File: src/rtl/logic_result_buffer.sv
// Two-entry result FIFO for the logic unit. It stores each result together with
// its opcode and flags (zero, msb, parity), which are computed when the entry is pushed.
module logic_result_buffer #(
  parameter int unsigned WIDTH = 4,
  parameter int unsigned CNT_W = 8
) (
  input  logic             clk,
  input  logic             rst_n,
  input  logic             in_valid,
  output logic             in_ready,
  input  logic [WIDTH-1:0] in_result,
  input  logic [1:0]       in_op,
  output logic             out_valid,
  input  logic             out_ready,
  output logic [WIDTH-1:0] out_result,
  output logic [1:0]       out_op,
  output logic             out_zero,
  output logic             out_msb,
  output logic             out_parity,
  output logic [1:0]       level,
  output logic [CNT_W-1:0] acc_count
);

  typedef struct packed {
    logic [WIDTH-1:0] result;
    logic [1:0]       op;
    logic             zero;
    logic             msb;
    logic             parity;
  } entry_t;

  entry_t           mem_q [2];
  entry_t           mem_d [2];
  logic             wr_ptr_q, wr_ptr_d;
  logic             rd_ptr_q, rd_ptr_d;
  logic [1:0]       level_q, level_d;
  logic [CNT_W-1:0] acc_q, acc_d;
  logic             rdy_q, rdy_d;
  logic             push;
  logic             pop;
  entry_t           new_entry;
  entry_t           head;

  // in_ready comes from a flop that mirrors (level != 2). This keeps it low
  // during reset and means out_ready has no combinational path to it.
  assign in_ready  = rdy_q;
  assign out_valid = (level_q != 2'd0);
  assign push      = in_valid & rdy_q;
  assign pop       = out_valid & out_ready;

  always_comb begin
    new_entry        = '0;
    new_entry.result = in_result;
    new_entry.op     = in_op;
    new_entry.zero   = (in_result == '0);
    new_entry.msb    = in_result[WIDTH-1];
    new_entry.parity = ^in_result;
  end

  always_comb begin
    mem_d    = mem_q;
    wr_ptr_d = wr_ptr_q;
    rd_ptr_d = rd_ptr_q;
    level_d  = level_q;
    acc_d    = acc_q;
    if (push) begin
      mem_d[wr_ptr_q] = new_entry;
      wr_ptr_d        = ~wr_ptr_q;
      acc_d           = acc_q + 1'b1;
    end
    if (pop) begin
      rd_ptr_d = ~rd_ptr_q;
    end
    case ({push, pop})
      2'b10:   level_d = level_q + 2'd1;
      2'b01:   level_d = level_q - 2'd1;
      default: level_d = level_q;
    endcase
    rdy_d = (level_d != 2'd2);
  end

  always_ff @(posedge clk) begin
    if (!rst_n) begin
      wr_ptr_q <= 1'b0;
      rd_ptr_q <= 1'b0;
      level_q  <= '0;
      acc_q    <= '0;
      rdy_q    <= 1'b0;
    end else begin
      wr_ptr_q <= wr_ptr_d;
      rd_ptr_q <= rd_ptr_d;
      level_q  <= level_d;
      acc_q    <= acc_d;
      rdy_q    <= rdy_d;
    end
  end

  // Storage is not reset. Its contents are masked at the outputs while the FIFO is empty.
  always_ff @(posedge clk) begin
    mem_q <= mem_d;
  end

  always_comb begin
    head       = mem_q[rd_ptr_q];
    out_result = '0;
    out_op     = '0;
    out_zero   = 1'b0;
    out_msb    = 1'b0;
    out_parity = 1'b0;
    if (out_valid) begin
      out_result = head.result;
      out_op     = head.op;
      out_zero   = head.zero;
      out_msb    = head.msb;
      out_parity = head.parity;
    end
  end

  assign level     = level_q;
  assign acc_count = acc_q;

endmodule

File: config.mk
export PLATFORM = sky130hd
export DESIGN_NAME = logic_result_buffer
export DESIGN_NICKNAME = d
export VERILOG_FILES = /design/src/rtl/logic_result_buffer.sv
export SDC_FILE = /design/constraint.sdc
export NUM_CORES = 1
export LEC_CHECK = 0
export BUFFER_PORTS_ARGS = -buffer_cell sky130_fd_sc_hd__buf_2
export CORE_MARGIN = 4
export CORE_UTILIZATION = 45
export DETAILED_ROUTE_END_ITERATION = 7
export PLACE_DENSITY = 0.69
export SLEW_MARGIN = 25
export SYNTH_ARGS = -nofsm -noshare
export SYNTH_HDL_FRONTEND = slang
export SYNTH_SLANG_ARGS = --single-unit
File: constraint.sdc
create_clock -name clk -period 3.4 [get_ports clk]
set_input_delay 0 -clock clk [delete_from_list [all_inputs] [get_ports clk]]
set_output_delay 0 -clock clk [all_outputs]
set_load 0.05 [all_outputs]
After elaboration in Yosys (flattened, before gate mapping)
Index checks and enable logic that the tools add are counted.
Widths: inputs -> output; s select.
{ "totals": {"mem_count": 0, "latch_bits": 0, "word_cells": 46, "ramBits": 0, "out_inout_bits": 21, "input_bits": 10, "rom_bits": 0, "reg_bits": 31} }
{ "classes": {"bitwise_logic": 6, "mul": 0, "mux": 12, "n_eq_ne": 3, "order_cmp": 3, "n_addsub": 3, "reduce_logical": 4, "div_mod_pow": 0, "n_shift": 0} }
{ "ops": {"columns": ["op", "count"], "rows": [
  ["$mux 9", 4],
  ["$bwmux 18", 1],
  ["$demux 9 s1", 1],
  ["$add 8x1->8 const B", 1],
  ["$ge 2x2->1 const B", 2],
  ["$logic_not 4->1", 1],
  ["$mux 4", 1],
  ["$not 1->2", 2],
  ["$pmux 2 s2", 1],
  ["$reduce_xor 4->1", 1],
  ["$mux 1", 3],
  ["$add 2x1->2 const B", 1],
  ["$and 1x1->1", 2],
  ["$eq 2x1->1 const B", 1],
  ["$eq 2x2->1 const B", 1],
  ["$lt 2x1->1 const B", 1],
  ["$mux 2", 1],
  ["$ne 2x2->1 const B", 1],
  ["$not 1->1", 2],
  ["$reduce_bool 2->1", 1],
  ["$sub 2x1->2 const B", 1],
  ["$logic_and 1x1->1", 1]
]} }

Depth between registers and ports, before layout
Gate-level depths: netlist of the first run.
{ "depth": {"depth_word": 6, "mapped_depth": 7} }

Least setup slack after synthesis of the first run
OpenSTA, ideal clock, no wires.
{ "synth_timing": {"path_type": "flip-flop to output port", "start": "register level_q[0] (netlist: level[0])", "end": "output port out_result[3]", "path_slack_ns": 1.343, "path_stages_with_launch": 5, "path_buffers": 2, "t_required_ns": 3.400, "arrival_ns": 2.057, "path_cell_list": "dfxtp_1 buf_2 nor2_1 nor2_1 buf_4"} }
{ "synth_between": {"elab_chain_len": 2} }
{ "synth_lines": {"columns": ["element", "line", "text"], "rows": [
  ["from (decl)", "36", "logic [1:0] level_q, level_d;"],
  ["from (signal assigned)", "92", "level_q <= level_d;"],
  ["$reduce_bool 2->1", "47", "assign out_valid = (level_q != 2'd0);"],
  ["$mux 4", "110", "if (out_valid) begin"],
  ["to (decl)", "15", "output logic [WIDTH-1:0] out_result,"]
]} }
No other way between the ends.

Worst setup path after layout of the first run
{ "layout_timing": {"start": "register level_q[0] (netlist: level[0])", "end": "register level_q[1] (netlist: level[1])"} }
{ "layout_between": {"elab_chain_len": 4} }
{ "layout_lines": {"columns": ["element", "line", "text"], "rows": [
  ["$reduce_bool 2->1 (*)", "47", null],
  ["$and 1x1->1 (*)", "49", "assign pop = out_valid & out_ready;"],
  ["via pop", "40", "logic pop;"],
  ["$eq 2x1->1 or $eq 2x2->1 (tied branches)", "74", "case ({push, pop})"],
  ["$pmux 2 s2 (*)", "74", null]
]} }
The timed path passes the listed nets; every way through them passes the cells marked *.
A chain may end at the register's enable or synchronous reset.

==> results of run 1 <==
## synth_stat cells
library cell,n
or3_1,5
nand2_1,4
buf_2,2
dfxtp_1,13
nor2_1,16
clkbuf_1,1
xor2_1,6
and3_1,1
nand3_1,3
o31ai_1,1
inv_1,9
xnor2_1,2
nand4_2,1
mux2i_1,8
ha_1,4
nand4_1,1
or4_1,1
and2_1,1
buf_4,1
o21ai_0,7
a21oi_1,8
edfxtp_1,16
## kinds of logic after synthesis
kind of cell	synth area share (%)
compound gates	6.67
xor+xnor	5.66
fa+ha+maj	4.04
buf+inv	4.44
flops	59.8
mux	6.46
simple gates	12.9
## worst min-delay path, delay by kind of cell
kind / cells / cell delay (ps)
AO/OA/AOI/OAI: 1 / 120
XOR/XNOR: 1 / 80
buffers and inverters: 1 / 100
AND/OR/NAND/NOR: 1 / 90
## state kept, by name, indices dropped and copies added, names as in the netlist
register and cells:
mem_q 16, rd_ptr_q 1, acc_count 8, wr_ptr_q 1
in_ready 1, level 2
## per-stage QoR
step / hold WS (ps) / area (µm²) / total power, mW / setup slack (ps) / std cells
final: 110 / 1560 / 1.12 / 1740 / 183
after global routing: 108 / 1560 / 1.19 / 1640 / 183
after CTS: 97.6 / 1560 / 1.14 / 1740 / 183
after detailed placement: 206 / 1410 / 0.895 / 1760 / 167
after global placement: 198 / 1410 / 0.888 / 1830 / 167
after floorplan: 98.9 / 1240 / 0.809 / 1340 / 111
## worst min-delay path by stage
stage	from	endpoint	cells after the start	slack (ps)
after floorplan	in_op[0]	mem_q[12]	0	100
after global placement	in_op[0]	mem_q[3]	1	200
after detailed placement	in_op[0]	mem_q[3]	1	210
after CTS	out_ready	rd_ptr_q	4	100
after global routing	out_ready	rd_ptr_q	4	110
final	out_ready	rd_ptr_q	4	110
## timing repair
item / 4_1_cts / 5_1_grt
setup endpoints to repair: 0 / 0
hold buffers: 8 / 0
setup buffers: 0 / 0
endpoints found under the hold margin: 14 / 0
## per-layer routing
metal	GRT usage [%]	up-vias	share of wire, %
li1	-	467	-
met4	8.36	0	2.6
met2	23.0	23	48
met1	15.9	409	43
met5	0	-	0
met3	7.02	5	6.4
## where the power goes
part / switching (mW) / internal, mW / leakage [nW]
combinational: 0.317 / 0.117 / 0.383
clock: 0.114 / 0.120 / 0.0413
sequential: 0.0465 / 0.411 / 0.253
## cell type report
cell class / instances / area [µm²] / area share, %
tap: 30 / 37.5 / 2.41
sequential: 29 / 741 / 47.6
clock inverter: 1 / 5.00 / 0.322
multi-input combinational: 69 / 443 / 28.5
clock buffer: 7 / 65.1 / 4.18
inverter: 9 / 33.8 / 2.17
timing repair buffer: 38 / 230 / 14.8
==> reports/results.tsv, run 1 <==
metric	value	unit
H-Tree Depth	2	
IO Pins	31	
Setup Viol. Count Final	0	
crit path max-delay cell type	dfxtp_1	
Cell Area, Synth	1240	µm²
Max-slew headroom	57.1	%
DRC	0	
placed wire-length estimate	1630	µm
Layout area overhead	25.6	%
CP cell instances	o21ai_0 > inv_1 > ha_1 > or3_1 > a21oi_1	
Worst Skew	5.48	ps
# nets final	166	
CTS max path bufs	2	
final core occ	61.1	%
clock root buffer master	clkbuf_4	
DRT Pass-1 Iters	4	
commonest non-fill, non-tap cell in the layout	buf_2	
WL final	2300	µm
Routed Antenna Nets	0	
GR Overflow Total	0	
Fmax achieved	0.602	GHz
ranking of synthesized cells by area	edfxtp_1 39%, dfxtp_1 21%, mux2i_1 6.5%	
Period minus WS final	1660	ps
maxcap violations	0	
mean post-synth cell area	11.2	µm²
DRT iter0 DRCs	24	
Via density	4.94	
Setup crit end kind	flop	
Row Count	18	
CP bufs+invs	1	
clock buffer count from CTS	5	
post_cts resized	0	
initial antenna violation count	0	
Final Wtd Congestion	0.724	
startpoint types	flop	
worst setup path startpoint	level[0]	
post-synthesis register bit count	29	
latest clock arrival within the worst-skew pair	320	ps
first-pass GRT wire length	3680	µm
GRT Overall Usage	14.5	%
initial core utilization	48.7	%
Final Hold Vio Count	0	
die width	60.5	µm
Synth Instances	111	
cell taking the most area after synthesis	edfxtp_1	
total of warnings raised by yosys	0	
DR vias	904	
share of cells above drive strength 1	25.5	%
worst reg-to-reg setup slack	1740	ps
area fraction of the dominant cell type after synthesis	38.8	%
most frequent cells in the layout	30 x buf_2, 16 x nor2_1, 16 x edfxtp_1, 13 x dfxtp_1, 9 x inv_1	
n_diodes	0	
Crit path depth	5	
R2R depth	5	
ratio of final minimum period to clock period	48.8	%
Pwr Density	723	nW/µm²
Peak VDD IR	541	µV
Top delay family on crit path	compound AO/OA/AOI/OAI gates	
Worst-Margin Slew	642	ps
crit-path max FO	7	
CP Data Required Time	3660	ps
PortBufs	30	
Distinct cells, synth	22	
core area	2540	µm²
layout filler cell count	237	
largest net degree at the start of global routing	13	
Reg-to-Reg End	level[1]	
register area share after synthesis	59.8	%
pins over their slew limit	0	
HP Class	in2reg	
CP Data Arrival Time	1920	ps
CTS tree	done	
largest stage delay on the critical path	380	ps
end point of the critical path	level[1]	
number of clock sinks	29	
number of global-route vias before repair	832	
die area	3660	µm²
worst r2r src	level[0]	
Fin Setup TNS	0	ps
syn_nets	125	
die span in y	60.5	µm
Clock Pin Slew Worst Setup and Hold Paths	90	ps
Worst Setup Path Type	reg2reg	
unrepaired setup endpoints after global routing	no	
leak pwr	0.677	nW
outcome	completed	
Routed WL per cell	12.6	µm
No activity file was read; power rests on OpenSTA's default activity.
==> run 2: changes to the inputs <==
- PLACE_DENSITY: 0.69 -> 0.72
- clock period: 3.4 -> 1.4 ns (I/O delays scaled with it)
==> run 2 against run 1 <==
The flow now finishes with violations (setup timing). Cell area is 10% higher. Worst hold slack gained 82 ps. Power rose to 2.7 times the previous value. Cell count up 4.4%. Sequential power increased by 140%.
==> reports/results.tsv, run 2 (synthesized netlist as in run 1, its figures left out) <==
metric	value	unit
outcome	finished with violations	
failing checks	setup timing	
Reg-to-Reg End	level[1]	
Switching Share	42.4	%
DP Area	1510	µm²
pins over their slew limit	0	
clock root buffer master	clkbuf_4	
largest net degree at the start of global routing	13	
unrepaired setup endpoints after global routing	yes	
DRT Pass-1 Iters	4	
DRT iter0 DRCs	26	
die width	60.5	µm
crit-path max FO	7	
initial core utilization	48.7	%
CP Data Arrival Time	1710	ps
multi-input logic area	492	µm²
Pwr Density	1760	nW/µm²
Non-Filler Instances	191	
P_int	1.74	mW
die span in y	60.5	µm
Worst Setup Path Type	reg2reg	
worst reg-to-reg setup slack	-50	ps
post-route setup slack	-50.4	ps
clock buffer count from CTS	5	
CP Data Required Time	1660	ps
share of cells above drive strength 1	41.6	%
Hold EP	rd_ptr_q	
DR vias	953	
Routed WL per cell	13.8	µm
Via density	4.99	
number of global-route vias before repair	919	
IO Pins	31	
Period minus WS final	1450	ps
ratio of final minimum period to clock period	104	%
HP Class	in2reg	
Sequential Power Share	36.6	%
max reg flops	16	
R2R depth	6	
layout filler cell count	197	
# nets final	174	
n_diodes	0	
Layout area overhead	38.6	%
commonest non-fill, non-tap cell in the layout	buf_2	
Final Wtd Congestion	0.715	
most frequent cells in the layout	21 x buf_2, 16 x edfxtp_1, 11 x nor2_1, 10 x buf_4, 9 x inv_1	
Hold Crit Depth	6	
number of cells after detailed placement	173	
Switch Pwr	1.28	mW
PortBufs	30	
initial antenna violation count	0	
latest clock arrival within the worst-skew pair	330	ps
GRT Overall Usage	14.9	%
Setup Viol. Count Final	1	
Setup crit end kind	flop	
Most flops, register	mem_q	
die area	3660	µm²
Max-slew headroom	73.6	%
Worst-Margin Slew	396	ps
placed wire-length estimate	1740	µm
combinational share of power	47.7	%
Routed Antenna Nets	0	
leak pwr	0.724	nW
CTS tree	done	
final instance area	1720	µm²
Place WS	32.2	ps
WL final	2640	µm
Peak VDD IR	1160	µV
hold_sp	out_ready	
worst r2r src	level[0]	
clock share of power	15.7	%
GR Overflow Total	0	
Row Count	18	
Final Hold Vio Count	0	
DRC	0	
register area	762	µm²
CTS max path bufs	2	
maxcap violations	0	
number of clock sinks	29	
core area	2540	µm²
H-Tree Depth	2	
Clock Pin Slew Worst Setup and Hold Paths	100	ps
first-pass GRT wire length	3860	µm
Fmax achieved	0.689	GHz
startpoint types	flop	
Worst Skew	12.7	ps
## run 2: cell count changes in the layout (fill, tap and decap cells not counted), moves of 2 or more
cell	delta
buf_2	-9
buf_4	+10
buf_6	+4
clkbuf_4	+2
clkbuf_8	-2
dfxtp_1	-11
dfxtp_2	+8
dfxtp_4	+3
nor2_1	-5
nor2_2	+4
## run 2: critical path, cell delays in order (launching register included)
cell and delay [ps]:
dfxtp_4 380, o21ai_2 140, inv_1 90, ha_4 180, xnor2_2 130, or3_1 340
a21oi_2 130
## run 2: how the worst max path moves through the flow
stage	startpoint	depth (start not counted)	end	slack, ps
3_3_place_gp	level[0]	6	level[1]	100
3_5_place_dp	level[0]	6	level[1]	30
5_1_grt	level[0]	6	level[1]	-110
4_1_cts	level[1]	5	out_result[3]	-20
2_1_floorplan	level[1]	3	out_result[3]	-130
6_report	level[0]	6	level[1]	-50
## run 2: through the flow
stage	utilization, %	hold slack [ps]	power (mW)	setup TNS [ps]
after global routing	67.5	225	3.17	-563
after global placement	59.2	196	2.33	0
after floorplan	-	98.9	2.04	-417
final	67.5	192	3.02	-50.4
after CTS	64.9	81.0	2.88	-47.8
after detailed placement	59.2	200	2.36	0
## run 2: layout make-up
class	count	share of cell area, %
Inverter	9	1.97
Multi-Input combinational cell	69	28.6
Tap cell	30	2.19
Clock buffer	6	2.41
Sequential cell	29	44.4
Timing Repair Buffer	46	19.8
Clock inverter	2	0.583
## run 2: power groups by stage
stage          clock network (mW)  logic (mW)  registers [mW]
5_1_grt                     0.533        1.52            1.12
6_report                    0.476        1.44            1.11
3_5_place_dp                    0        1.24            1.12
3_3_place_gp                    0        1.22            1.11
4_1_cts                     0.486        1.30            1.10
2_1_floorplan                   0       0.840            1.20
## run 2: what timing repair did
item                                    4_1_cts  5_1_grt
endpoints found under the hold margin        14        0
setup buffers                                 0        2
hold buffers                                  8        0
gates resized for setup                       6       16
endpoints found under the setup margin        7       11
## run 2: metal layers
metal | GRT usage [%] | wire length [µm] | vias to the layer above
met3 | 7.02 | 120 | 5
li1 | - | - | 481
met5 | 0 | 0 | -
met4 | 5.57 | 41 | 0
met2 | 26.7 | 1380 | 21
met1 | 15.2 | 1100 | 446
